### config.mk
export PLATFORM = sky130hd
export DESIGN_NAME = note_beat_sequencer_flat
export DESIGN_NICKNAME = d
export VERILOG_FILES = /design/src/rtl/note_beat_sequencer_if.sv /design/src/rtl/note_beat_sequencer.sv /design/src/flat_wrapper.sv
export SDC_FILE = /design/constraint.sdc
export NUM_CORES = 1
export LEC_CHECK = 0
export CAP_MARGIN = 15
export CORE_MARGIN = 1.5
export CORE_UTILIZATION = 40
export DETAILED_ROUTE_END_ITERATION = 8
export PLACE_DENSITY = 0.74
export SLEW_MARGIN = 20
export SYNTH_ARGS = -nofsm -noshare
export SYNTH_HDL_FRONTEND = slang
export SYNTH_SLANG_ARGS = --single-unit
### constraint.sdc
create_clock -name i_clk -period 3.05 [get_ports i_clk]
set_clock_uncertainty 0.15 [all_clocks]
set_input_delay 0.915 -clock i_clk [delete_from_list [all_inputs] [get_ports i_clk]]
set_output_delay 0.915 -clock i_clk [all_outputs]
set_load 0.02 [all_outputs]
### src/rtl/note_beat_sequencer_if.sv
// Note handshake and beat-stream bundle between the song reader and note_beat_sequencer.
// The master side drives the note and beat inputs; the slave side is the sequencer.
interface note_beat_sequencer_if #(
  parameter int DUR_W = 6
);
  logic             en;
  logic             beat;
  logic             note_valid;
  logic [DUR_W-1:0] note_dur;
  logic             note_ready;
  logic             note_active;
  logic             note_done;
  logic [DUR_W-1:0] beats_left;

  modport master (
    output en, beat, note_valid, note_dur,
    input  note_ready, note_active, note_done, beats_left
  );

  modport slave (
    input  en, beat, note_valid, note_dur,
    output note_ready, note_active, note_done, beats_left
  );
endinterface

### src/rtl/note_beat_sequencer.sv
// Beat-driven note duration sequencer: accepts one note, counts qualified beats down, pulses done.
// Optional articulation gap after each note: define NOTE_SEQ_GAP_EN.
module note_beat_sequencer #(
  parameter int DUR_W = 6
) (
  input logic                  i_clk,
  input logic                  i_reset,
  note_beat_sequencer_if.slave bus
);

  typedef enum logic [1:0] {
    S_REQ  = 2'd0,
    S_PLAY = 2'd1,
    S_GAP  = 2'd2,
    S_DONE = 2'd3
  } state_t;

  state_t           r_state;
  state_t           w_state_next;
  logic [DUR_W-1:0] r_beats_left;
  logic [DUR_W-1:0] w_beats_left_next;
  logic             w_ready;
  logic             w_handshake;
  logic             w_qual_beat;

  // Ready is also held low during reset so nothing appears accepted while held.
  assign w_ready     = (r_state == S_REQ) & bus.en & i_reset;
  assign w_handshake = bus.note_valid & w_ready;
  assign w_qual_beat = bus.beat & bus.en;

  always_ff @(posedge i_clk) begin
    if (!i_reset) begin
      r_state      <= S_REQ;
      r_beats_left <= '0;
    end else begin
      r_state      <= w_state_next;
      r_beats_left <= w_beats_left_next;
    end
  end

  always_comb begin
    w_state_next      = r_state;
    w_beats_left_next = r_beats_left;
    case (r_state)
      S_REQ: begin
        if (w_handshake) begin
          if (bus.note_dur != '0) begin
            w_beats_left_next = bus.note_dur;
            w_state_next      = S_PLAY;
          end else begin
            w_state_next = S_DONE;
          end
        end
      end
      S_PLAY: begin
        if (w_qual_beat) begin
          // Counter saturates at zero; the last beat ends the note.
          if (r_beats_left <= DUR_W'(1)) begin
            w_beats_left_next = '0;
`ifdef NOTE_SEQ_GAP_EN
            w_state_next = S_GAP;
`else
            w_state_next = S_DONE;
`endif
          end else begin
            w_beats_left_next = r_beats_left - DUR_W'(1);
          end
        end
      end
      S_GAP: begin
`ifdef NOTE_SEQ_GAP_EN
        if (w_qual_beat) begin
          w_state_next = S_DONE;
        end
`else
        w_state_next = S_REQ;
`endif
      end
      S_DONE: begin
        w_state_next = S_REQ;
      end
      default: begin
        w_state_next = S_REQ;
      end
    endcase
  end

  always_comb begin
    bus.note_ready  = w_ready;
    bus.note_active = (r_state == S_PLAY);
    bus.note_done   = (r_state == S_DONE);
    bus.beats_left  = r_beats_left;
  end

endmodule
### src/flat_wrapper.sv
// flat-port wrapper written by rule: the top's interface ports become plain ports
module note_beat_sequencer_flat 
#(
  parameter int DUR_W = 6
)
  (i_clk, i_reset, bus_en, bus_beat, bus_note_valid, bus_note_dur, bus_note_ready, bus_note_active, bus_note_done, bus_beats_left);
  note_beat_sequencer_if #(.DUR_W(DUR_W)) bus_i ();
  input logic i_clk;
  input logic i_reset;
  input wire logic [$bits(bus_i.en)-1:0] bus_en;
  input wire logic [$bits(bus_i.beat)-1:0] bus_beat;
  input wire logic [$bits(bus_i.note_valid)-1:0] bus_note_valid;
  input wire logic [$bits(bus_i.note_dur)-1:0] bus_note_dur;
  output wire logic [$bits(bus_i.note_ready)-1:0] bus_note_ready;
  output wire logic [$bits(bus_i.note_active)-1:0] bus_note_active;
  output wire logic [$bits(bus_i.note_done)-1:0] bus_note_done;
  output wire logic [$bits(bus_i.beats_left)-1:0] bus_beats_left;
  assign bus_i.en = bus_en;
  assign bus_i.beat = bus_beat;
  assign bus_i.note_valid = bus_note_valid;
  assign bus_i.note_dur = bus_note_dur;
  assign bus_note_ready = bus_i.note_ready;
  assign bus_note_active = bus_i.note_active;
  assign bus_note_done = bus_i.note_done;
  assign bus_beats_left = bus_i.beats_left;
  note_beat_sequencer #(.DUR_W(DUR_W)) u_core (.i_clk(i_clk), .i_reset(i_reset), .bus(bus_i));
endmodule
After elaboration in Yosys (flattened, before gate mapping)
Cells that the tools add are included.
{ "op_classes": {"n_addsub": 1, "order_cmp": 1, "n_eq_ne": 7, "n_mux": 10, "n_bitwise": 4, "n_reduce_logical": 6} }
{ "ops": {"columns": ["cell", "count"], "rows": [
  ["$mux 6", 4],
  ["$pmux 6 s2", 1],
  ["$mux 2", 4],
  ["$le 6x1->1 const B", 1],
  ["$ne 2x1->1 const B", 3],
  ["$pmux 2 s3", 1],
  ["$reduce_bool 6->1", 1],
  ["$sub 6x1->6 const B", 1],
  ["$and 1x1->1", 4],
  ["$eq 2x2->1 const B", 2],
  ["$reduce_and 4->1", 1],
  ["$reduce_and 3->1", 1],
  ["$eq 2x1->1 const B", 1],
  ["$logic_not 2->1", 1],
  ["$ne 2x2->1 const B", 1],
  ["$reduce_bool 2->1", 1],
  ["$reduce_or 2->1", 1]
]} }
{ "totals": {"regBits": 8, "elab_cells": 31} }

Longest topological paths before layout
{ "depth": {"word_depth": 6, "depth_mapped": 7} }

Worst setup path after synthesis
OpenSTA, ideal clock, no wires.
{ "synth_path": {"path_kind": "input-to-output", "startpoint": "input port i_reset", "endpoint": "output port bus_note_ready", "arrival_time_ns": 1.871, "t_required_ns": 1.985, "setup_slack_ns": 0.114, "cell_stages": 3, "n_path_buf": 1, "cell_sequence": "clkbuf_1 inv_1 nor4_1"} }
{ "synth_between": {"elab_chain_len": 1} }
{ "synth_rtl": {"columns": ["item", "line_no", "text"], "rows": [
  ["from (decl)", "flat_wrapper.sv:9", "input logic i_reset;"],
  ["$and 1x1->1", "note_beat_sequencer.sv:27", "assign w_ready = (r_state == S_REQ) & bus.en & i_reset;"],
  ["to (decl)", "flat_wrapper.sv:14", "output wire logic [$bits(bus_i.note_ready)-1:0] bus_note_ready;"]
]} }
No other way between the ends.

Worst setup path in the final report
{ "layout_path": {"startpoint": "input port bus_en", "endpoint": "output port bus_note_ready"} }
{ "layout_between": {"elab_chain_len": 2} }
{ "layout_rtl": {"columns": ["item", "line_no", "text"], "rows": [
  ["from (decl)", "flat_wrapper.sv:10", "input wire logic [$bits(bus_i.en)-1:0] bus_en;"],
  ["$and 1x1->1 (2 in a row)", "note_beat_sequencer.sv:27", null]
]} }
No other way between the ends.

==> results.toml <==
[status]
status = "finished, final reports clean"

[grt]
grtUsageMet2_pct = 36.3
grt_start_max_net_pins = 11
antenna_found_initial = 0
grt_pass1_wl_um = 2330
grt_usage_pct = 22.7
grtUsageMet3_pct = 10.0
use_met1_pct = 26.7
grt_pass1_vias = 535
busiest_layer = "met2"
grt_overflow_total = 0

[floorplanning]
core-area_um2 = 1300
die_h_um = 40.2
row_count = 13
dieWidth_um = 40.2
io_pins = 20
start_util_pct = 42.5
dieArea_um2 = 1610

[power]
ir_drop_v = 0.000288
power_density_nw_per_um2 = 374
power_mw = 0.299
p_leak_nw = 0.322

[clock_network]
cts_buffers = 3
cts-root-buf = "clkbuf_4"
clk_latency_ns = 0.26
cts_hold_buf = 0
post-cts-setup-buffers = 0
clock-sinks = 8
cts_tree = "done"
cts_resized = 5
cts_buffer_depth = 2
h-tree-depth = 1
path_clk_slew_ns = 0.05

[synthesis]
syn_nets = 83
ys_ff_latch = 8
synth_area_um2 = 553
postSynthCellCount = 70
ys.flop_type = "dfxtp_1"
synth_seq_area_share_pct = 29.0
synth_warnings = 0
ys_types = 33
synth-edff-count = 0
avgSynthCellArea_um2 = 7.90
async_flop_share_pct = 0

[critical_path]
crit_path_start_kind = "primary input"
rrSetupSlack_ns = 1.05
cp.arrival_ns = 1.89
required_ns = 1.98
crit_chain = "clkdlybuf4s50_1 -> inv_1 -> nor4_1 -> buf_2"
cp-end-kind = "primary output"
critical_path.top_delay_family = "buffers and inverters"
cpMaxStageDelayCell = "clkdlybuf4s50_1"
crit_type = "in2out"
critical_path.max_stage_delay_ns = 0.49
crit_fanout = 2
cp_num_buf_inv = 3

[placed_design]
dp_hpwl_um = 1120
portBuffers = 19
dp_cells = 105
globalplace.congestion = 0.795

[detailed_routing]
wire_per_inst_um = 13.8
drt_pre_antenna_iters = 4
dr_total_vias = 625
drc = 0
via_per_inst = 5.79
wl_um = 1490
drtIter0Drc = 19
ant_nets = 0

[cells_and_area]
stdcell_count = 108
fillCellCount = 139
final_common_cell = "clkdlybuf4s50_1"
antennaDiodeCount = 0
nets = 108
syn_to_final_growth_pct = 44.6
drive_gt1_share_pct = 12.9
layout_common_cells = "clkdlybuf4s50_1 (18), dfxtp_1 (8)"

[timing]
fmax_mhz = 338
maxSlewHeadroom_pct = 65.0
layout_worst_path_cycle_share_pct = 97.0
hold_ws_ns = 0.368
min_period_ns = 2.96
rsz0062_at_grt = "no"
fin_tns_setup_ns = 0
worst_slew_pin_slew_ns = 0.521
finalHoldViolations = 0
final-setup-viol-count = 0
final_max_slew_viol_count = 0

[min_path]
hold_class = "reg2reg"

[job]
maxCapViolCount = 0
[tightest hold or removal path, stage by stage, from the launching register on]
cell and delay (ns):
dfxtp_1 0.33, nand2_1 0.06, o32ai_1 0.07
[through the flow]
step	setup slack [ns]	util [%]	area (µm²)
4_1_cts	0.0876	61.4	800
6_report	0.0902	61.4	800
5_1_grt	0.0571	61.4	800
3_5_place_dp	-0.360	60.1	782
3_3_place_gp	-0.312	60.1	782
2_1_floorplan	0.114	-	553
[metal layers]
metal	up-vias	wire length, µm	share of wire, %
met4	0	8	0.54
met1	281	652	44
met2	30	695	47
met3	2	131	8.8
li1	312	-	-
met5	-	0	0
[layout make-up]
type	instances	area, µm²	area share, %
Multi-Input combinational cell	53	357	44.6
Timing Repair Buffer	24	223	27.9
Sequential cell	8	160	20.0
Clock buffer	3	22.5	2.82
Inverter	5	18.8	2.35
Tap cell	15	18.8	2.35
[path summary, 6_finish.rpt]
check | from | end | depth (start not counted)
worst max register to register | u_core.bus.beats_left[2] | u_core.bus.beats_left[2] | 4
worst min-delay path | u_core.bus.beats_left[4] | u_core.bus.beats_left[4] | 2
worst min register to register | u_core.bus.beats_left[4] | u_core.bus.beats_left[4] | 2
worst max-delay path | bus_en | bus_note_ready | 4
[flip-flops by register name (all words and copies together), names as in the netlist]
signal,cells
u_core.bus.beats_left,6
u_core.r_state,2
[Yosys cell counts (2+ instances only)]
cell type | count | share of area (%)
or3_1 | 2 | 2.3
clkbuf_1 | 2 | 1.4
nand2_1 | 5 | 3.4
nor4_1 | 2 | 2.3
inv_1 | 5 | 3.4
buf_2 | 2 | 1.8
a21oi_1 | 5 | 4.5
a211oi_1 | 3 | 4.1
o31ai_1 | 2 | 2.7
nand3_1 | 2 | 1.8
dfxtp_1 | 8 | 29
ha_1 | 2 | 4.5
nor2_1 | 3 | 2.0
and2_1 | 2 | 2.3
nand2b_1 | 3 | 3.4
nor3_1 | 5 | 4.5
[report_power, final]
part / total [mW] / internal [mW] / switching [mW] / leakage (nW)
sequential: 0.121 / 0.111 / 0.00995 / 0.0654
clock: 0.0811 / 0.0450 / 0.0361 / 0.0138
combinational: 0.0972 / 0.0512 / 0.0460 / 0.243
[kinds of logic (layout without fill, tap and decap cells)]
logic type	after synthesis	after routing	share of synthesized area, %
XOR/XNOR	1	1	1.58
AND/OR/NAND/NOR	30	30	31.2
AO/OA/AOI/OAI	20	20	27.1
flip-flops	8	8	29.0
buffers and inverters	9	32	6.56
adder cells (fa/ha/maj)	2	2	4.52
Note: power is estimated with default switching activity, not from simulation.
